==> config.mk <==
export PLATFORM = sky130hd
export DESIGN_NAME = spi_slave_regfile
export DESIGN_NICKNAME = d
export VERILOG_FILES = /design/src/rtl/spi_slave_regfile_pkg.sv /design/src/rtl/spi_sync_edge.sv /design/src/rtl/spi_slave_regfile.sv
export SDC_FILE = /design/constraint.sdc
export NUM_CORES = 2
export LEC_CHECK = 0
export CORE_ASPECT_RATIO = 0.5
export CORE_MARGIN = 2
export CORE_UTILIZATION = 40
export DETAILED_ROUTE_END_ITERATION = 10
export MAX_ROUTING_LAYER = met4
export PLACE_DENSITY_LB_ADDON = 0.12
export RECOVER_POWER = 50
export SKIP_CTS_REPAIR_TIMING = 1
export SLEW_MARGIN = 20
export SYNTH_ARGS = -nofsm -noshare
export SYNTH_HDL_FRONTEND = slang
export SYNTH_HIERARCHICAL = 1
export SYNTH_SLANG_ARGS = --single-unit
==> constraint.sdc <==
create_clock -name CLK -period 74.1 [get_ports CLK]
set_input_delay 14.82 -clock CLK [delete_from_list [all_inputs] [get_ports CLK]]
set_output_delay 14.82 -clock CLK [all_outputs]
set_load 0.01 [all_outputs]
==> src/rtl/spi_slave_regfile_pkg.sv <==
// Shared types and constants for the SPI slave register file.
// Used by spi_slave_regfile; optional burst mode via SPI_SLV_BURST_EN.
package spi_slave_regfile_pkg;

    typedef logic [1:0] state_t;

    localparam state_t IDLE = 2'd0;
    localparam state_t CMD  = 2'd1;
    localparam state_t DATA = 2'd2;
    localparam state_t HOLD = 2'd3;

    localparam logic CMD_WR = 1'b1;
    localparam logic CMD_RD = 1'b0;

endpackage

==> src/rtl/spi_sync_edge.sv <==
// Brings SS/SCLK/MOSI into the CLK domain and turns SCLK
// transitions into one-cycle sample/shift strobes for the chosen mode.
module spi_sync_edge #(
    parameter int CPOL = 0,
    parameter int CPHA = 0
) (
    input  logic clk,
    input  logic rst,
    input  logic ss_in,
    input  logic sclk_in,
    input  logic mosi_in,
    output logic ss_n,
    output logic mosi,
    output logic sample_stb,
    output logic shift_stb
);

    localparam logic IDLE_LVL = (CPOL != 0);
    localparam bit   LATE     = (CPHA != 0);

    logic [1:0] ss_q;
    logic [1:0] sclk_q;
    logic [1:0] mosi_q;
    logic       sclk_d;
    logic       rise;
    logic       fall;
    logic       lead;
    logic       trail;

    // Two-flop synchronisers plus one delayed SCLK copy for edge detect
    always_ff @(posedge clk or posedge rst) begin
        if (rst) begin
            ss_q   <= 2'b11;
            sclk_q <= {2{IDLE_LVL}};
            mosi_q <= 2'b00;
            sclk_d <= IDLE_LVL;
        end else begin
            ss_q   <= {ss_q[0], ss_in};
            sclk_q <= {sclk_q[0], sclk_in};
            mosi_q <= {mosi_q[0], mosi_in};
            sclk_d <= sclk_q[1];
        end
    end

    assign ss_n  = ss_q[1];
    assign mosi  = mosi_q[1];
    assign rise  = sclk_q[1] & ~sclk_d;
    assign fall  = ~sclk_q[1] & sclk_d;
    assign lead  = IDLE_LVL ? fall : rise;
    assign trail = IDLE_LVL ? rise : fall;

    assign sample_stb = LATE ? trail : lead;
    assign shift_stb  = LATE ? lead : trail;

endmodule

==> src/rtl/spi_slave_regfile.sv <==
// SPI slave with a 2**A x D register file, CLK-domain only.
// Define SPI_SLV_BURST_EN for auto-incrementing multi-word frames.
module spi_slave_regfile
    import spi_slave_regfile_pkg::*;
#(
    parameter int D    = 8,
    parameter int A    = 8,
    parameter int CPOL = 0,
    parameter int CPHA = 0
) (
    input  logic         CLK,
    input  logic         RST,
    input  logic         SS,
    input  logic         SCLK,
    input  logic         MOSI,
    output logic         MISO,
    output logic         MISO_OE,
    output logic         WR_STB,
    output logic [A-1:0] WR_ADDR,
    output logic [D-1:0] WR_DATA,
    output logic         ABORT
);

    localparam int NW   = 2 ** A;
    localparam int CMAX = (A > D) ? A : D;
    localparam int CW   = $clog2(CMAX + 1);

    localparam logic [CW-1:0] HDR_LAST = CW'(A);
    localparam logic [CW-1:0] DAT_LAST = CW'(D - 1);

    logic          ss_n;
    logic          mosi;
    logic          sample_stb;
    logic          shift_stb;

    state_t        state;
    logic [CW-1:0] cnt;
    logic [A:0]    hdr;
    logic [A:0]    hdr_nxt;
    logic          cmd_q;
    logic [A-1:0]  addr;
    logic [D-1:0]  rx;
    logic [D-1:0]  rx_nxt;
    logic [D-1:0]  tx;
    logic [1:0]    settle;
    logic          armed;
    logic          commit;
    logic [D-1:0]  regs [NW];

`ifdef SPI_SLV_BURST_EN
    logic [A-1:0]  addr_inc;
    assign addr_inc = addr + 1'b1;
`endif

    spi_sync_edge #(
        .CPOL(CPOL),
        .CPHA(CPHA)
    ) u_sync (
        .clk       (CLK),
        .rst       (RST),
        .ss_in     (SS),
        .sclk_in   (SCLK),
        .mosi_in   (MOSI),
        .ss_n      (ss_n),
        .mosi      (mosi),
        .sample_stb(sample_stb),
        .shift_stb (shift_stb)
    );

    assign MISO_OE = ~ss_n;
    assign hdr_nxt = (A + 1)'({hdr, mosi});
    assign rx_nxt  = D'({rx, mosi});

    assign commit = (state == DATA) && !ss_n && sample_stb &&
                    (cnt == DAT_LAST) && (cmd_q == CMD_WR);

    // Register array and the one-cycle write report
    always_ff @(posedge CLK or posedge RST) begin
        if (RST) begin
            for (int i = 0; i < NW; i++) begin
                regs[i] <= '0;
            end
            WR_STB  <= 1'b0;
            WR_ADDR <= '0;
            WR_DATA <= '0;
        end else begin
            WR_STB <= commit;
            if (commit) begin
                regs[addr] <= rx_nxt;
                WR_ADDR    <= addr;
                WR_DATA    <= rx_nxt;
            end
        end
    end

    // Frame sequencer: header capture, data shift in/out, abort on early SS rise
    always_ff @(posedge CLK or posedge RST) begin
        if (RST) begin
            state  <= IDLE;
            cnt    <= '0;
            hdr    <= '0;
            cmd_q  <= CMD_RD;
            addr   <= '0;
            rx     <= '0;
            tx     <= '0;
            MISO   <= 1'b0;
            ABORT  <= 1'b0;
            settle <= 2'b00;
            armed  <= 1'b0;
        end else begin
            ABORT  <= 1'b0;
            settle <= {settle[0], 1'b1};
            if (settle[1] && ss_n) begin
                armed <= 1'b1;
            end
            unique case (state)
                IDLE: begin
                    MISO <= 1'b0;
                    if (armed && !ss_n) begin
                        state <= CMD;
                        cnt   <= '0;
                        hdr   <= '0;
                    end
                end
                CMD: begin
                    if (ss_n) begin
                        state <= IDLE;
                        ABORT <= 1'b1;
                    end else if (sample_stb) begin
                        hdr <= hdr_nxt;
                        if (cnt == HDR_LAST) begin
                            state <= DATA;
                            cnt   <= '0;
                            cmd_q <= hdr_nxt[A];
                            addr  <= hdr_nxt[A-1:0];
                            rx    <= '0;
                            tx    <= (hdr_nxt[A] == CMD_RD) ?
                                     regs[hdr_nxt[A-1:0]] : '0;
                        end else begin
                            cnt <= cnt + 1'b1;
                        end
                    end
                end
                DATA: begin
                    if (ss_n) begin
                        state <= IDLE;
                        ABORT <= 1'b1;
                        MISO  <= 1'b0;
                    end else begin
                        if (shift_stb) begin
                            MISO <= tx[D-1];
                            tx   <= tx << 1;
                        end
                        if (sample_stb) begin
                            rx <= rx_nxt;
                            if (cnt == DAT_LAST) begin
                                cnt <= '0;
`ifdef SPI_SLV_BURST_EN
                                addr <= addr_inc;
                                tx   <= (cmd_q == CMD_RD) ?
                                        regs[addr_inc] : '0;
`else
                                state <= HOLD;
                                MISO  <= 1'b0;
`endif
                            end else begin
                                cnt <= cnt + 1'b1;
                            end
                        end
                    end
                end
                HOLD: begin
                    MISO <= 1'b0;
                    if (ss_n) begin
                        state <= IDLE;
                    end
                end
                default: state <= IDLE;
            endcase
        end
    end

endmodule
==> results.json <==
{
  "fin_crit_ns": 20.50,
  "crit_top_cell": "buf_4",
  "async_flop_share_pct": 100,
  "finalCritPeriodShare_pct": 27.7,
  "required_ns": 74.94,
  "p_int_mw": 1.91,
  "root_buffer": "clkbuf_16",
  "seq_area_mm2": 0.0530,
  "clk_pin_slew_ns": 0.07,
  "crit_buf_inv": 8,
  "htreeDepth": 4,
  "switching_share_pct": 29.9,
  "hp-class": "flop to flop",
  "die_area_mm2": 0.251,
  "final_max_slew_viol_count": 840,
  "synth_simple_gate_area_share_pct": 4.33,
  "synth-main-ff-cell": "dfrtp_1",
  "crit_chain": "dlygate4sd3_1 -> clkinvlp_2 -> buf_4 -> buf_4 -> buf_4 -> buf_4 -> buf_4 -> buf_4",
  "drt_iter0_markers": 4999,
  "initial_utilization_pct": 40.4,
  "num-fill-cells": 21600,
  "yosys-top-cells-count": "2113 x dfrtp_1, 1739 x mux2_2, 407 x mux4_2",
  "multi_input_area_mm2": 0.0414,
  "muxShareOfSynthArea_pct": 36.1,
  "failed_checks": "max-capacitance violations, max-slew violations",
  "cp_top_family": "buffers and inverters",
  "synthAdderAreaFrac_pct": 0.0888,
  "synth_edf_count": 0,
  "ant_nets": 0,
  "grt_max_degree": 174,
  "synth_cell_types": 88,
  "drive_above_1_share_pct": 41.2,
  "finalHoldViolCount": 0,
  "synth_cells": 6470,
  "worstSetupStartpointType": "input port",
  "clkPwrFrac_pct": 41.1,
  "max_stage_delay_ns": 1.00,
  "totalWireLength_um": 313000,
  "overflow": 0,
  "cts_tree": "done",
  "synth_top_family_by_area": "multiplexers",
  "clkSinkCount": 2115,
  "crit_start": "RST",
  "final-setup-viol-count": 0,
  "clockBufferDepth": 4,
  "via_count": 58400,
  "rsz0062_at_grt": "false",
  "yosys_register_bits": 2115,
  "clock_latency_ns": 0.90,
  "cp_slowest_cell": "clkinvlp_2",
  "area_growth_pct": 8.56,
  "status": "finished, violations left",
  "rows": 128,
  "grt_pass1_wl_um": 456000,
  "drv_cap": 29,
  "synth_compound_area_share_pct": 3.11,
  "viasPerCell": 5.97,
  "synth.yosys.warnings": 6,
  "hp-start": "u_sync/sclk_q[0]$_DFF_PP0_",
  "dr.pass1.iters": 6,
  "dieHeight_um": 355,
  "path_max_fanout": 77,
  "synth_nets": 6482,
  "p_sw_uw": 816,
  "slew_headroom_pct": -405,
  "syn_avg_cell_area_um2": 15.2,
  "io_pins": 25,
  "yosys.area.top_type": "dfrtp_1",
  "fin_nets": 6379,
  "yosysMostFrequentCell": "dfrtp_1",
  "setup_tns_ns": 0,
  "synth-xor-area-share_pct": 0,
  "critical_path_class": "input port to async pin",
  "ys_seq_area_share_pct": 53.7,
  "power_leakage_nw": 51.1,
  "grt.total_usage_pct": 25.7,
  "r2r-start": "hdr[0]$_DFFE_PP0P_",
  "fin_worst_skew_ns": 0.0604,
  "p_comb_share_pct": 15.7,
  "numCtsBuffers": 207,
  "final_cell_area_mm2": 0.107,
  "cp.arrival_ns": 21.33,
  "drc_errors": 0,
  "detailed_place.area_mm2": 0.102,
  "p_seq_share_pct": 43.2,
  "grt_pass1_vias": 61100,
  "synth_top_area_share_pct": 53.6,
  "powerDensity_mw_per_mm2": 25.5,
  "crit_path_end_kind": "async pin",
  "coreArea_mm2": 0.244,
  "die_width_um": 706,
  "ys_top_cells_by_area": "dfrtp_1 54%, mux2_2 20%, mux4_2 9.3%",
  "hpwl_um": 201000,
  "clock.fmax_mhz": 48.8,
  "ir_drop_v": 0.0000227,
  "portBuffers": 24,
  "antenna_found_initial": 32,
  "routedWlPerCell_um": 32.0,
  "netlist_area_mm2": 0.0986,
  "place.gp.congestion": 0.877,
  "tightest_slew_ns": 7.58
}
[layer usage]
metal  GRT usage (%)  vias to the layer above  wire [µm]
li1                -                    23900          -
met1            37.4                    32400     145000
met2            36.4                     1740     135000
met3            5.81                      430      24700
met4            5.90                        0       7800
met5               -                        -          0
[logic make-up after synthesis]
family / after synthesis
AO/OA/AOI/OAI: 437
adder cells (fa/ha/maj): 7
buffers and inverters: 508
flip-flops: 2115
multiplexers: 2731
other: 1
AND/OR/NAND/NOR: 671
[sequential cells by signal, indices dropped and copies added, names as in the netlist, 4 cells and up]
register and count:
regs 2048, WR_ADDR 8, WR_DATA 8, addr 8, hdr 8, tx 8
rx 7, cnt 4
[power by group through the flow]
stage                     registers (mW)  clock network (mW)  logic (mW)
final                               1.18                1.12       0.428
after global routing                1.18                1.19       0.442
after CTS                           1.18                1.14       0.417
after detailed placement            1.20                   0       0.417
after global placement              1.20                   0       0.413
after floorplan                     1.19                   0       0.226
[cell type report]
cell class	instances	area share [%]
sequential	2115	49.5
clock buffer	300	5.77
antenna	15	0.0351
inverter	20	0.0772
multi-input combinational	3847	38.7
timing repair buffer	176	1.31
clock inverter	64	0.794
tap	3250	3.80
[stage by stage]
step	setup slack, ns	power, mW	cells	hold WS [ns]	utilization [%]
floorplan	30.00	1.42	6470	0.331	-
global placement	53.09	1.61	9407	0.338	41.7
detailed placement	52.75	1.62	9407	0.340	41.7
CTS	53.67	2.74	9771	0.362	44.6
global route	52.66	2.81	9777	0.360	43.8
finish	53.60	2.73	9787	0.355	43.8
[worst paths after layout]
path | to | slack, ns | cells past startpoint
max in group CLK | tx[3]$_DFFE_PP0P_ | 56.54 | 11
worst max register to register | tx[3]$_DFFE_PP0P_ | 56.54 | 11
worst min-delay path | u_sync/sclk_q[1]$_DFF_PP0_ | 0.36 | 0
worst max-delay path | regs[890]$_DFFE_PP0P_ | 53.60 | 8
worst min register to register | u_sync/sclk_q[1]$_DFF_PP0_ | 0.36 | 0
min in group asynchronous | u_sync/sclk_q[1]$_DFF_PP0_ | 14.41 | 2
[layout by cell type, fill, tap and decap left out, drive strengths merged, types with 7 or more instances in the layout]
cell,n
o21ai,49
nor2b,23
nand4,14
nor2,161
o221ai,87
o311ai,7
buf,127
nand2b,13
clkdlybuf4s50,20
a22o,22
a21oi,86
diode,15
nand2,303
nand3,45
a31oi,14
clkbuf,325
ha,7
nor3,50
o22ai,48
a211oi,14
mux4,407
inv,21
and3,15
and2,10
o211ai,9
clkinvlp,9
mux2i,254
dfrtp,2113
bufinv,20
a22oi,49
a221oi,11
clkinv,34
mux2,2070
Note: power is estimated with default switching activity, not from simulation.
==> patch, RTL diff (config.mk and constraints unchanged) <==
Reset style: synchronous (`RST` and `rst`), changed in 3 clocked blocks.
--- a/src/rtl/spi_sync_edge.sv
+++ b/src/rtl/spi_sync_edge.sv
@@ -29,5 +29,5 @@
 
     // Two-flop synchronisers plus one delayed SCLK copy for edge detect
-    always_ff @(posedge clk or posedge rst) begin
+    always_ff @(posedge clk) begin
         if (rst) begin
             ss_q   <= 2'b11;
--- a/src/rtl/spi_slave_regfile.sv
+++ b/src/rtl/spi_slave_regfile.sv
@@ -76,5 +76,5 @@
 
     // Register array and the one-cycle write report
-    always_ff @(posedge CLK or posedge RST) begin
+    always_ff @(posedge CLK) begin
         if (RST) begin
             for (int i = 0; i < NW; i++) begin
@@ -95,5 +95,5 @@
 
     // Frame sequencer: header capture, data shift in/out, abort on early SS rise
-    always_ff @(posedge CLK or posedge RST) begin
+    always_ff @(posedge CLK) begin
         if (RST) begin
             state  <= IDLE;
Check against the original RTL: not settled (the Yosys comparison gave no result); the edit may change what the design does.
==> patch against the original RTL <==
Cell area up 0.44%. Routed wire length is 1.3% lower. Sequential cell count did not move. Synthesized area down 0.71%. Setup slack got worse by 9.2 ns. The run still ends with max-capacitance violations, max-slew violations left. Critical path type is now input pin to flop. Utilization rose by 0.34 points.
Power is not compared: it rests on default switching activity, and its combinational part moved more than twofold at a synthesized area within 25%.
==> patch: results (changes against the original RTL) <==
Parameter                              Value

Critical path
  Signal arrival time at the worst endpoint    29.58 ns (+8.25 ns)
  Highest cell delay on the worst timing path    6.75 ns (+5.75 ns)
  CP max-delay cell    sky130_fd_sc_hd__clkbuf_1
  CP Max Fanout    127 (+65%)
  Setup slack on the worst flop-to-flop path    67.11 ns (+10.57 ns)

Global route
  Met2 Usage GRT    37.0% (+0.60 points)
  Met3 track demand over resource    4.05% (-1.8 points)
  First-pass GRT wire length    437000 µm (-4.2%)
  Met1 capacity usage during global routing    37.6% (+0.19 points)
  Initial antenna violation count    21 (-34%)
  Maximum number of pins on one net before global-route repair    155 (-11%)
  Overall Global Routing Usage    25.3% (-0.33 points)
  Vias in the first global route    57161 (-6.5%)

Placement
  Number of port buffers    24 (unchanged)
  Placed cells    9588 (+1.9%)
  Routability congestion estimate from global placement    0.901 (+2.7%)
  Total half-perimeter wirelength after legalization and detailed placement    197000 µm (-2.3%)

Worst hold path
  Min-Delay Path Class    flop to flop

Synthesis
  Post-synth cell types    66 (-25%)
  Cell types with the highest counts after synthesis    sky130_fd_sc_hd__and2_1 (2058), sky130_fd_sc_hd__edfxtp_1 (2048), sky130_fd_sc_hd__mux4_2 (483)
  Number of flops mapped to enable cells by yosys    2048 (+2048)
  Proportion of register bits with asynchronous set or reset after synthesis    0% (-100 points)
  Yosys warning total    6 (unchanged)
  Number of nets produced by synthesis    6728 (+3.8%)
  Sequential fraction of the synthesis area    64.2% (+11 points)
  Synthesized area per cell    14.6 µm² (-4.3%)
  Top post-synthesis cells by area    sky130_fd_sc_hd__edfxtp_1 (63%), sky130_fd_sc_hd__and2_1 (13%), sky130_fd_sc_hd__mux4_2 (11%)

Final layout
  Final net count    6559 (+2.8%)
  Post-layout instance count excluding filler cells    9966 (+1.8%)
  Fraction of layout cells with a size suffix above 1    14.4% (-27 points)
  Fillers    21393 (-0.89%)
  Most flops, register    regs
  Number of flip-flops in the largest register    2048 (unchanged)

STA
  Setup violation total in the final timing report    0 (unchanged)
  Fin Clk Skew    0.0417 ns (-0.0186 ns)
  Worst slew pin tran    9.43 ns (+1.85 ns)
  Number of pins with negative max-slew slack in the final report    1759 (+110%)

CTS
  Number of buffers on the longest clock path    4 (unchanged)
  Clock root cell    sky130_fd_sc_hd__clkbuf_16
  Num CTS Buffers    207 (unchanged)
  CTS clock-pin slew for the worst setup and hold paths    0.07 ns (about the same)
  CTS H-tree lvls    4 (unchanged)

Drt
  Initial DRC count    7335 (+47%)
  Vias after detailed routing    58155 (-0.42%)
  Total Routed Length    309000 µm (-1.3%)
  Number of detailed-routing iterations run before antenna repair    6 (unchanged)

Run
  Max Cap Viol    19 (-34%)

Outcome
  Violations in the final reports    max-capacitance violations, max-slew violations
  Result of the run    finished with violations

Power
  Leakage power total    35.2 nW
  Max VDD drop    19.1 µV
[patch: critical path: cells and delay by family]
family / cells / cell delay, ns
AOI/OAI and AO/OA: 1 / 3.06
buffers and inverters: 4 / 11.35
[patch: power breakdown]
part           internal (mW)  switching [mW]
Clock                  0.593           0.472
Sequential              1.35          0.0162
Combinational         0.0307          0.0548
[patch: stage by stage]
stage | worst slack, ns | cell area (µm²) | total power, mW | hold slack (ns)
6_report | 44.41 | 107000 | 2.51 | 0.409
5_1_grt | 44.08 | 107000 | 2.58 | 0.441
4_1_cts | 56.32 | 108000 | 2.53 | 0.415
3_5_place_dp | 55.41 | 101000 | 1.47 | 0.398
3_3_place_gp | 55.61 | 101000 | 1.47 | 0.398
2_1_floorplan | 56.94 | 97900 | 1.44 | 0.383
[patch: final timing paths]
path                                                start                          to  depth (start not counted)
worst max-delay path                                  RST  regs[100][1]$_SDFFCE_PN0P_                          5
worst min-delay path            u_sync/ss_q[0]$_SDFF_PP1_   u_sync/ss_q[1]$_SDFF_PP1_                          1
worst max register to register      state[0]$_SDFFE_PP0P_  regs[209][0]$_SDFFCE_PN0P_                          8
worst min register to register  u_sync/ss_q[0]$_SDFF_PP1_   u_sync/ss_q[1]$_SDFF_PP1_                          1
[patch: cells by family (layout without fill, tap and decap cells)]
logic type | count (synthesis) | in the layout | share of synthesized area (%)
flip-flops | 2115 | 2115 | 64.2
AO/OA/AOI/OAI | 595 | 595 | 3.69
adder cells (fa/ha/maj) | 7 | 7 | 0.0895
multiplexers | 652 | 652 | 12.9
other | 0 | 7 | 0
AND/OR/NAND/NOR | 2770 | 2770 | 16.4
buffers and inverters | 577 | 570 | 2.71
[patch: metal layers]
metal | vias to the layer above | wire length, µm
li1 | 24443 | -
met1 | 30723 | 139000
met2 | 2591 | 137000
met3 | 398 | 26300
met4 | 0 | 6910
met5 | - | 0
[patch: layout make-up]
cell class,count,share of cell area (%)
diodes,7,0.0163
clock buffers,266,5.26
clock inverters,105,0.866
inverters,17,0.0652
multi-input cells,4024,30.2
flip-flops and latches,2115,58.5
well taps,3250,3.78
repair buffers,182,1.26
